<file path="config.mk">
export PLATFORM = sky130hd
export DESIGN_NAME = sid_dca_pipe
export DESIGN_NICKNAME = d
export VERILOG_FILES = /design/src/rtl/sid_dca_pipe_pkg.sv /design/src/rtl/sid_dca_pipe_dac.sv /design/src/rtl/sid_dca_pipe.sv
export SDC_FILE = /design/constraint.sdc
export NUM_CORES = 1
export LEC_CHECK = 0
export ABC_CLOCK_PERIOD_IN_PS = 27600
export BUFFER_PORTS_ARGS = -buffer_cell sky130_fd_sc_hd__buf_2
export CAP_MARGIN = 20
export CORE_MARGIN = 3
export CORE_UTILIZATION = 65
export CTS_CLUSTER_SIZE = 25
export DETAILED_ROUTE_END_ITERATION = 8
export HOLD_SLACK_MARGIN = 0.06
export PLACE_DENSITY = 0.84
export SLEW_MARGIN = 20
export SYNTH_ARGS = -nofsm -noshare
export SYNTH_HDL_FRONTEND = slang
export SYNTH_SLANG_ARGS = --single-unit
</file>
<file path="constraint.sdc">
create_clock -name clk -period 27.6 [get_ports clk]
set_clock_uncertainty 0.2 [all_clocks]
set_input_delay 1.38 -clock clk [delete_from_list [all_inputs] [get_ports clk]]
set_output_delay 1.38 -clock clk [all_outputs]
set_load 0.03 [all_outputs]
</file>
<file path="src/rtl/sid_dca_pipe_pkg.sv">
// Shared SID voice types and DC constants used by the DCA datapath and its users.
package sid;
    typedef enum logic {
        MOS6581 = 1'b0,
        MOS8580 = 1'b1
    } model_e;

    typedef logic [7:0]         reg8_t;
    typedef logic [11:0]        reg12_t;
    typedef logic signed [15:0] s16_t;
    typedef logic signed [21:0] s22_t;
    typedef logic signed [31:0] s32_t;

    localparam s16_t WAVEFORM_DC_6581 = -16'sh380;
    localparam s16_t WAVEFORM_DC_8580 = -16'sh800;
    localparam s32_t VOICE_DC_6581    = 32'sh800 * 32'shff;
    localparam s32_t VOICE_DC_8580    = 32'sh0;
endpackage

</file>
<file path="src/rtl/sid_dca_pipe_dac.sv">
// MOS6581 R-2R ladder DAC: per-bit weights come from the ladder network at
// elaboration time; the code is mapped by summing the weights of its set bits.
module r2r_ladder_dac #(
    parameter int BITS           = 12,
    parameter int R2R_RATIO_X100 = 220,
    parameter int FRAC_BITS      = 16
) (
    input  logic [BITS-1:0] code,
    output logic [BITS-1:0] amp
);
    localparam int WW    = BITS + FRAC_BITS;
    localparam int AW    = WW + 4;
    localparam int VFRAC = 30;
    localparam int RFRAC = 20;

    // Output voltage with only bit s driven; bit 0 has no termination resistor.
    function automatic longint ladder_v(int s);
        longint r, r2, rn, rpar, rsum, vn;
        bit     open_tail;
        r         = longint'(100) <<< RFRAC;
        r2        = longint'(R2R_RATIO_X100) <<< RFRAC;
        vn        = longint'(1) <<< VFRAC;
        rn        = 0;
        rpar      = 0;
        open_tail = 1'b1;
        for (int b = 0; b < s; b++) begin
            if (open_tail) begin
                rn        = r + r2;
                open_tail = 1'b0;
            end else begin
                rn = r + (r2 * rn) / (r2 + rn);
            end
        end
        if (open_tail) begin
            rn = r2;
        end else begin
            rpar = (r2 * rn) / (r2 + rn);
            vn   = (vn * rpar) / r2;
            rn   = rpar;
        end
        for (int b = s + 1; b < BITS; b++) begin
            rsum = rn + r;
            rpar = (r2 * rsum) / (r2 + rsum);
            vn   = (vn * rpar) / rsum;
            rn   = rpar;
        end
        return vn;
    endfunction

    // Weights scaled so that they sum to 2^BITS-1, with FRAC_BITS fraction bits.
    function automatic logic [BITS*WW-1:0] calc_weights();
        logic [BITS*WW-1:0] w;
        longint             total;
        longint             scaled;
        total = 0;
        for (int i = 0; i < BITS; i++) total += ladder_v(i);
        w = '0;
        for (int i = 0; i < BITS; i++) begin
            scaled = ((ladder_v(i) * ((longint'(1) <<< BITS) - 1)) <<< FRAC_BITS) + total / 2;
            w[i*WW +: WW] = WW'(scaled / total);
        end
        return w;
    endfunction

    localparam logic [BITS*WW-1:0] WEIGHTS = calc_weights();

    function automatic logic [BITS-1:0] round_sat(logic [AW-1:0] acc);
        logic [AW-1:0] rounded;
        rounded = (acc + (AW'(1) << (FRAC_BITS - 1))) >> FRAC_BITS;
        if (rounded > AW'((1 << BITS) - 1)) return '1;
        return rounded[BITS-1:0];
    endfunction

    logic [AW-1:0] acc;

    always_comb begin
        acc = '0;
        for (int i = 0; i < BITS; i++) begin
            if (code[i]) acc = acc + AW'(WEIGHTS[i*WW +: WW]);
        end
        amp = round_sat(acc);
    end
endmodule

</file>
<file path="src/rtl/sid_dca_pipe.sv">
// SID voice DCA: two-stage registered DAC lookup followed by the
// voice_dc +/- (wave_amp + wave_dc) * env_amp multiply-accumulate.
module sid_dca_pipe
    import sid::*;
#(
    parameter int WAVE_BITS      = 12,
    parameter int ENV_BITS       = 8,
    parameter int R2R_RATIO_X100 = 220,
    parameter int FRAC_BITS      = 16
) (
    input  logic                    clk,
    input  logic                    rst,
    input  logic                    active,
    input  logic                    model,
    input  logic [WAVE_BITS-1:0]    wave,
    input  logic [ENV_BITS-1:0]     env,
    input  logic signed [15:0]      wave_dc,
    input  logic signed [31:0]      voice_dc,
    input  logic                    sub,
    output logic [WAVE_BITS-1:0]    wave_amp,
    output logic signed [21:0]      dca_o
);
    logic [WAVE_BITS-1:0] wave_dac;
    logic [ENV_BITS-1:0]  env_dac;

    r2r_ladder_dac #(
        .BITS           (WAVE_BITS),
        .R2R_RATIO_X100 (R2R_RATIO_X100),
        .FRAC_BITS      (FRAC_BITS)
    ) u_wave_dac (
        .code (wave),
        .amp  (wave_dac)
    );

    r2r_ladder_dac #(
        .BITS           (ENV_BITS),
        .R2R_RATIO_X100 (R2R_RATIO_X100),
        .FRAC_BITS      (FRAC_BITS)
    ) u_env_dac (
        .code (env),
        .amp  (env_dac)
    );

    logic [WAVE_BITS-1:0] wave_amp_p1;
    logic [ENV_BITS-1:0]  env_p1;
    s16_t                 wave_dc_p1;
    s32_t                 voice_dc_p1;
    logic                 sub_p1;
    s22_t                 dca_p2;

    // Stage 1: DAC model selection, operands registered with their sample
    always_ff @(posedge clk) begin
        if (rst) begin
            wave_amp_p1 <= '0;
            env_p1      <= '0;
            wave_dc_p1  <= '0;
            voice_dc_p1 <= '0;
            sub_p1      <= 1'b0;
        end else if (active) begin
            wave_amp_p1 <= (model_e'(model) == MOS6581) ? wave_dac : wave;
            env_p1      <= (model_e'(model) == MOS6581) ? env_dac : env;
            wave_dc_p1  <= wave_dc;
            voice_dc_p1 <= voice_dc;
            sub_p1      <= sub;
        end
    end

    s16_t       a;
    s16_t       b;
    s32_t       prod;
    s32_t       sum;
    logic [9:0] sum_hi_unused;

    always_comb begin
        a    = s16_t'(16'(wave_amp_p1)) + wave_dc_p1;
        b    = s16_t'(16'(env_p1));
        prod = s32_t'(a) * s32_t'(b);
        sum  = sub_p1 ? (voice_dc_p1 - prod) : (voice_dc_p1 + prod);
    end

    // The sum wraps; only the low 22 bits leave the block.
    assign sum_hi_unused = sum[31:22];

    // Stage 2: multiply-accumulate result
    always_ff @(posedge clk) begin
        if (rst) begin
            dca_p2 <= '0;
        end else if (active) begin
            dca_p2 <= sum[21:0];
        end
    end

    assign wave_amp = wave_amp_p1;
    assign dca_o    = dca_p2;
endmodule

</file>
---- Yosys cells after proc, flatten, opt, wreduce, memory -nomap -nowiden ----
Cells that the tools add are included.
Widths: inputs -> output; s select.
word-level totals
  register bits after elaboration ......... 81
  input bits .............................. 73
  output and inout port bits .............. 34
operators by class
  add/sub/neg operators ................... 23
  multipliers ............................. 1
  magnitude comparators ................... 2
  multiplexer cells ....................... 29
operators with widths
  kind                    number
  $mux 32                 11
  $mux 28                 7
  $add 32x26->32 const B  2
  $add 28x22->28 const B  2
  $mux 12                 3
  $add 32x16->32 const B  1
  $add 32x19->32 const B  1
  $add 32x20->32 const B  1
  $add 32x21->32 const B  1
  $add 32x22->32 const B  1
  $add 32x23->32 const B  1
  $add 32x24->32 const B  1
  $add 32x25->32 const B  1
  $add 32x27->32 const B  1
  $add 28x16->28 const B  1
  $add 28x19->28 const B  1
  $add 28x20->28 const B  1
  $add 28x21->28 const B  1
  $add 28x23->28 const B  1
  $mux 8                  3
  $add 22x22->22          1
  $mul 16x9->22           1
  $mux 22                 1
  $sub 22x22->22          1
  other kinds (8)         9

---- Logic depth before layout (Yosys ltp) ----
  depth in word-level cells ............... 28
  gate-level depth with buffers ........... 50
  depth with buffers taken out ............ 48

---- Cells and area by module ----
Synthesis repeated with hierarchy kept, for this count alone.
second synthesis, totals
  cells, all modules ...................... 2846
  area, all modules ....................... 21994.8 um^2
by module, submodules not included
  module                        times used  cells each  area an instance (um^2)  seq. area each (um^2)
  sid_dca_pipe                  1           1100        9372.7                   1621.6
  r2r_ladder_dac at u_wave_dac  1           1170        8560.7                   0.0
  r2r_ladder_dac at u_env_dac   1           576         4061.4                   0.0

---- Least setup slack after synthesis ----
Ideal clock, no wire load.
  kind .................................... input-to-reg
  from .................................... in wave[1]
  to ...................................... reg wave_amp_p1[1] (netlist: wave_amp[1])
  setup time .............................. 59 ps
  arrival time ............................ 11362 ps
  required time ........................... 27341 ps
  slack ................................... 15978 ps
  stages on the path ...................... 50
  buffers on the path ..................... 2
  cell sequence ........................... inv_1 ha_1 buf_2 inv_1 ha_1 and2_1 or2_2 ha_1 nand2b_1 o31ai_1 ha_1 mux2i_1 inv_1 ha_1 nand2_1 xnor2_1 xor2_1 ha_1 [... 14 more ...] nor3_1 o21a_1 a2111oi_1 a211oi_1 o31ai_1 a21o_1 a22oi_1 xnor2_1 o21bai_1 a211oi_1 nand3b_1 o31a_1 or3_1 o31a_1 o21ai_2 buf_6 o221ai_2 nand2_1
on the way
  longest elaborated chain between the ends .. 26
ends and longest elaborated chain
  item                  line                    text
  from (decl)           sid_dca_pipe.sv:15      input logic [WAVE_BITS-1:0] wave,
  $mux 32               sid_dca_pipe_dac.sv:79  if (code[i]) acc = acc + AW'(WEIGHTS[i*WW +: WW]);
  $add 32x19->32        sid_dca_pipe_dac.sv:79
  $mux 32               sid_dca_pipe_dac.sv:79
  $add 32x20->32        sid_dca_pipe_dac.sv:79
  $mux 32               sid_dca_pipe_dac.sv:79
  $add 32x21->32        sid_dca_pipe_dac.sv:79
  $mux 32               sid_dca_pipe_dac.sv:79
  $add 32x22->32        sid_dca_pipe_dac.sv:79
  [... 10 more ...]     --
  $mux 32               sid_dca_pipe_dac.sv:79
  $add 32x27->32        sid_dca_pipe_dac.sv:79
  $mux 32               sid_dca_pipe_dac.sv:79
  $add 32x16->32        sid_dca_pipe_dac.sv:69  rounded = (acc + (AW'(1) << (FRAC_BITS - 1))) >> FRAC_BITS;
  $gt 16x12->1          sid_dca_pipe_dac.sv:70  if (rounded > AW'((1 << BITS) - 1)) return '1;
  $mux 1                sid_dca_pipe_dac.sv:70
  $mux 12               sid_dca_pipe_dac.sv:71  return rounded[BITS-1:0];
  $mux 12 (*)           sid_dca_pipe.sv:60      wave_amp_p1 <= (model_e'(model) == MOS6581) ? wave_dac : wave;
  to (signal assigned)  sid_dca_pipe.sv:60
  to (decl)             sid_dca_pipe.sv:44      logic [WAVE_BITS-1:0] wave_amp_p1;
Mark *: on every way between the ends. The rest lies on a longest branch, timed or not.
A chain may end at the register's enable or synchronous reset.

---- Worst setup path in the final report ----
  from .................................... in wave[0]
  to ...................................... reg wave_amp_p1[6] (netlist: wave_amp[6])
on the way
  longest elaborated chain between the ends .. 28
ends and longest elaborated chain
  item                line
  $mux 18 (*)         sid_dca_pipe_dac.sv:79
  $add 18x18->19      sid_dca_pipe_dac.sv:79
  $mux 32 (*)         sid_dca_pipe_dac.sv:79
  $add 32x19->32      sid_dca_pipe_dac.sv:79
  $mux 32 (*)         sid_dca_pipe_dac.sv:79
  $add 32x20->32      sid_dca_pipe_dac.sv:79
  $mux 32 (*)         sid_dca_pipe_dac.sv:79
  $add 32x21->32      sid_dca_pipe_dac.sv:79
  [... 12 more ...]   --
  $mux 32 (*)         sid_dca_pipe_dac.sv:79
  $add 32x27->32      sid_dca_pipe_dac.sv:79
  $mux 32 (*)         sid_dca_pipe_dac.sv:79
  $add 32x16->32 (*)  sid_dca_pipe_dac.sv:69
  $gt 16x12->1        sid_dca_pipe_dac.sv:70
  $mux 1              sid_dca_pipe_dac.sv:70
  $mux 12 (*)         sid_dca_pipe_dac.sv:71
  $mux 12 (*)         sid_dca_pipe.sv:60
Marked as above.

==> summary by stage <==
Routing
After detailed routing, the number of vias per cell comes to between 6 and 7. Dividing the detail-routed wire length by the instance count gives between 15 and 20 microns. The detailed-router iteration count before antenna repair is 6. The final layout contains routed wiring with a total length of 49.16 mm. The final antenna-violating net count is 0.

The starting DRC count in detailed routing is ~1500. The number of vias in the routed layout is 18564. For this run, design rule violations remaining after detail routing come to 0.

Synth
In this run, synthesis produced a sequential element count of 81. The top cell type by area accounts for roughly a tenth of the synthesized area. When the netlist entered floorplanning its net count stood at between 2000 and 3000. The leading area contributor after synthesis is fa_1. For this run, the leading register cell type out of synthesis is dfxtp_1. The cell area that synthesis handed to floorplanning was about 19000 sq um.

In this run, synthesis inferred 0 flip-flops with an integrated enable. The most used standard cell by instance count after synthesis is nand2_1. The portion of synthesized area spent on multiplexers is 4.382%. The post-synthesis cell type count is approximately 120. The post-synthesis adder-cell area fraction is between 15 and 20%. In the post-synthesis netlist, the biggest area contributors are fa_1 10%, xnor2_1 9.6%, dfxtp_1 8.5%, ha_1 7.2%, nand2_1 4.5%. The simple-gate area share of the yosys netlist is about 25%. Of the total synthesized cell area, the portion taken by XOR and XNOR cells is between 10% and 20%. Summing the areas of all compound-gate instances in the mapped netlist gives 23.97% of the synthesized area. In the synthesized netlist, the number of instances is ~2500. For this run, the number of Yosys warnings is 0. In the synthesized netlist the async set-or-reset flop fraction comes to 0%. Of the synthesized area, sequential elements account for approximately 8.5%. After synthesis, the largest family of logic cells by area is simple AND/OR/NAND/NOR gates.

The synthesized area divided by synthesized cell count is ~7.5 sq um. The commonest cells after synthesis are 227 x nand2_1, 211 x nor2_1, 210 x xnor2_1, 204 x inv_1, 141 x a21oi_1.

CTS
The TritonCTS clock tree is yes. After clock tree synthesis, the flow added hold-fix buffers numbering 0. Buffers added to address setup during post-CTS repair amount to 0. The clock passes through at most 2 buffers.

The tree is rooted in a clkbuf_16. After clock tree synthesis, the clock-pin slew on the worst setup and hold paths is roughly 60 ps. Clock tree synthesis found a total of just over 80 sinks. The number of buffers created by CTS is 9. Once the clock tree was built, the resizer swapped 0 gates to a different size. The later pin in the worst-skew pair is clocked with a latency of 360 ps. The H-tree level count is 3.

Final layout
The number of fill cells in the layout is roughly 2300. The area growth from synthesis to layout is 4.723%. In the final design database the tool counted around 2800 nets. The post-route netlist has approximately 8.5% of its cells at a drive strength greater than 1.

After routing the design area is between 15000 and 20000 sq um.

Timing
The slew of the pin with the lowest slew margin is 1001 ps. The final-report max-slew violation count is 0. In the final timing run, aggregate negative setup slack is 0 ps. The final number of hold-violating endpoints is 0. The upper clock frequency limit is about 70 MHz. The minimum clock period after layout is 14320 ps. Setup repair after global routing left no endpoint under its margin. The number of setup violations in the final report is 0. Final hold analysis gives a worst-case slack of between 200 and 300 ps. The post-route worst setup slack is around 13000 ps.

The share of the cycle needed by the critical path after routing is 51.88%. The worst slew slack as a fraction of its limit is between 30% and 40%.

Power
In this run the power spent charging and discharging nets is 1020 uW. The analysis attributes to cell leakage a power of about 0.0086 uW. Net switching is about 55% of the power. The overall power is about 1800 uW.

The register share of total power is roughly 8.7%. The power share of the combinational group is a little over four fifths. The part of the total power dissipated in the clock network is between 7 and 8%. The highest ir drop seen on vdd is approximately 0.07 mV.

The power density over the cells is 92.30 nW/um^2. The internal power of the cells totals roughly 800 uW.

Global routing
In the global route stage, overall resource usage came out at slightly above 30%. The number of antenna violations at the first check in global routing is 4. The via count of the first global-routing pass is 17334. The largest net degree at the start of global routing is 65. The first global-routing pass estimated 82.19 mm of wire. Global routing finished with a remaining overflow of 0.

Die
The core area is 28780 sq um. The die is 177.3 microns wide. The floorplan step defined a die boundary enclosing 31440 sq um. Measured along the y axis, the die boundary spans around 180 microns. Pin placement for this block handled 107 I/O pins. In this run the core area contains 62 standard-cell rows. The starting density of the core is about two thirds.

Placement
The HPWL reported at the end of detailed placement is between 30 and 40 mm. The count of buffers added on input and output ports is 96. The instance area after placement is around 20000 sq um. Timing analysis after detailed placement gives a worst setup slack of between 10000 and 15000 ps. The routability congestion estimate is ~0.94.

Setup path
The worst setup path is captured at a flip-flop. The worst path buffer plus inverter count is 5. The highest net fanout along the worst path is 13.

In this run the register-to-register setup slack is roughly 18000 ps. The slowest stage of the critical path is the a2111oi_0 cell. For this run, the slowest stage of the critical path takes approximately 830 ps. The arrival time at the worst endpoint is 14400 ps.

The type of origin of the critical path is an input port. For the worst setup path, the data required time is between 20000 and 30000 ps. The type of the worst setup path is input port to flip-flop.

In this design, the critical path's most frequently occurring cell is ha_1. The cell family contributing the most delay on the critical path is compound AO/OA/AOI/OAI gates.

Outcome
The flow ran to the end, and the final reports show no timing, DRC or antenna violations.

Job
The max-cap check violation count is 0.

Hold path
The path class of the tightest hold or removal check is flip-flop to flip-flop.
-- power groups by stage --
stage	Combinational, uW	Sequential [uW]	Clock [uW]
6_report	1550	160	134
5_1_grt	1710	162	140
4_1_cts	1520	159	134
3_5_place_dp	1500	162	0
3_3_place_gp	1440	160	0
2_1_floorplan	1190	178	0
-- placed cells by master, fill, tap and decap left out, types with 31 or more instances in the layout --
cell	synthesis	routed
nor3_1	54	54
o21ai_0	101	101
mux2i_1	73	73
a21oi_1	141	141
nand2_1	227	227
dfxtp_1	81	81
nand3_1	55	55
inv_1	204	204
nor2_1	211	210
buf_2	13	95
xor2_1	75	75
and3_1	31	31
xnor2_1	210	210
o21bai_1	39	39
ha_1	110	110
and2_1	107	107
nand2b_1	35	35
fa_1	95	95
-- cells by family after synthesis --
group / after synthesis
multiplexers: 82
flip-flops: 81
adder cells (fa/ha/maj): 207
AND/OR/NAND/NOR: 933
buffers and inverters: 312
AO/OA/AOI/OAI: 633
XOR/XNOR: 296
-- routing by layer --
layer	track usage, %	vias to the layer above	wire, microns
li1	-	9032	-
met1	42.23	8791	22170
met2	50.85	643	22700
met3	4.536	92	3336
met4	6.643	6	916
met5	0	-	41
-- sequential cells by signal, summed over array words and instances (netlist names) --
name	count
dca_o	22
env_p1	8
sub_p1	1
voice_dc_p1	22
wave_amp	12
wave_dc_p1	16
-- worst paths after layout --
path	cells after the start	to	startpoint
min	2	dca_o[9]$_SDFFE_PP0P_	dca_o[9]$_SDFFE_PP0P_
max reg2reg	38	dca_o[21]$_SDFFE_PP0P_	wave_amp[0]$_SDFFE_PP0P_
min reg2reg	2	dca_o[9]$_SDFFE_PP0P_	dca_o[9]$_SDFFE_PP0P_
max	49	wave_amp[6]$_SDFFE_PP0P_	wave[0]
-- cell type report --
class / count / area, sq um / share of cell area (%)
Inverter: 208 / 780.7 / 3.909
Tap cell: 384 / 480.5 / 2.405
Sequential cell: 81 / 1622 / 8.118
Clock inverter: 7 / 101.3 / 0.5074
Timing Repair Buffer: 103 / 535.5 / 2.681
Multi-Input combinational cell: 2151 / 16230 / 81.24
Antenna cell: 1 / 2.502 / 0.01253
Clock buffer: 9 / 225.2 / 1.128
-- worst reg2reg max path: cells and delay by family, from the launching register on --
family / cells / cell delay, ps
XOR/XNOR: 4 / 830
AND/OR/NAND/NOR: 5 / 1090
buffers and inverters: 4 / 230
adder cells (fa/ha/maj): 8 / 3420
AO/OA/AOI/OAI: 17 / 3190
flip-flops: 1 / 380
-- metrics by stage --
step,std cells,util [%]
5_1_grt,2943,69.39
4_1_cts,2943,69.39
2_1_floorplan,2544,-
3_3_place_gp,2927,68.25
3_5_place_dp,2927,68.25
6_report,2944,69.40
Power figures use the tool's default switching activity.
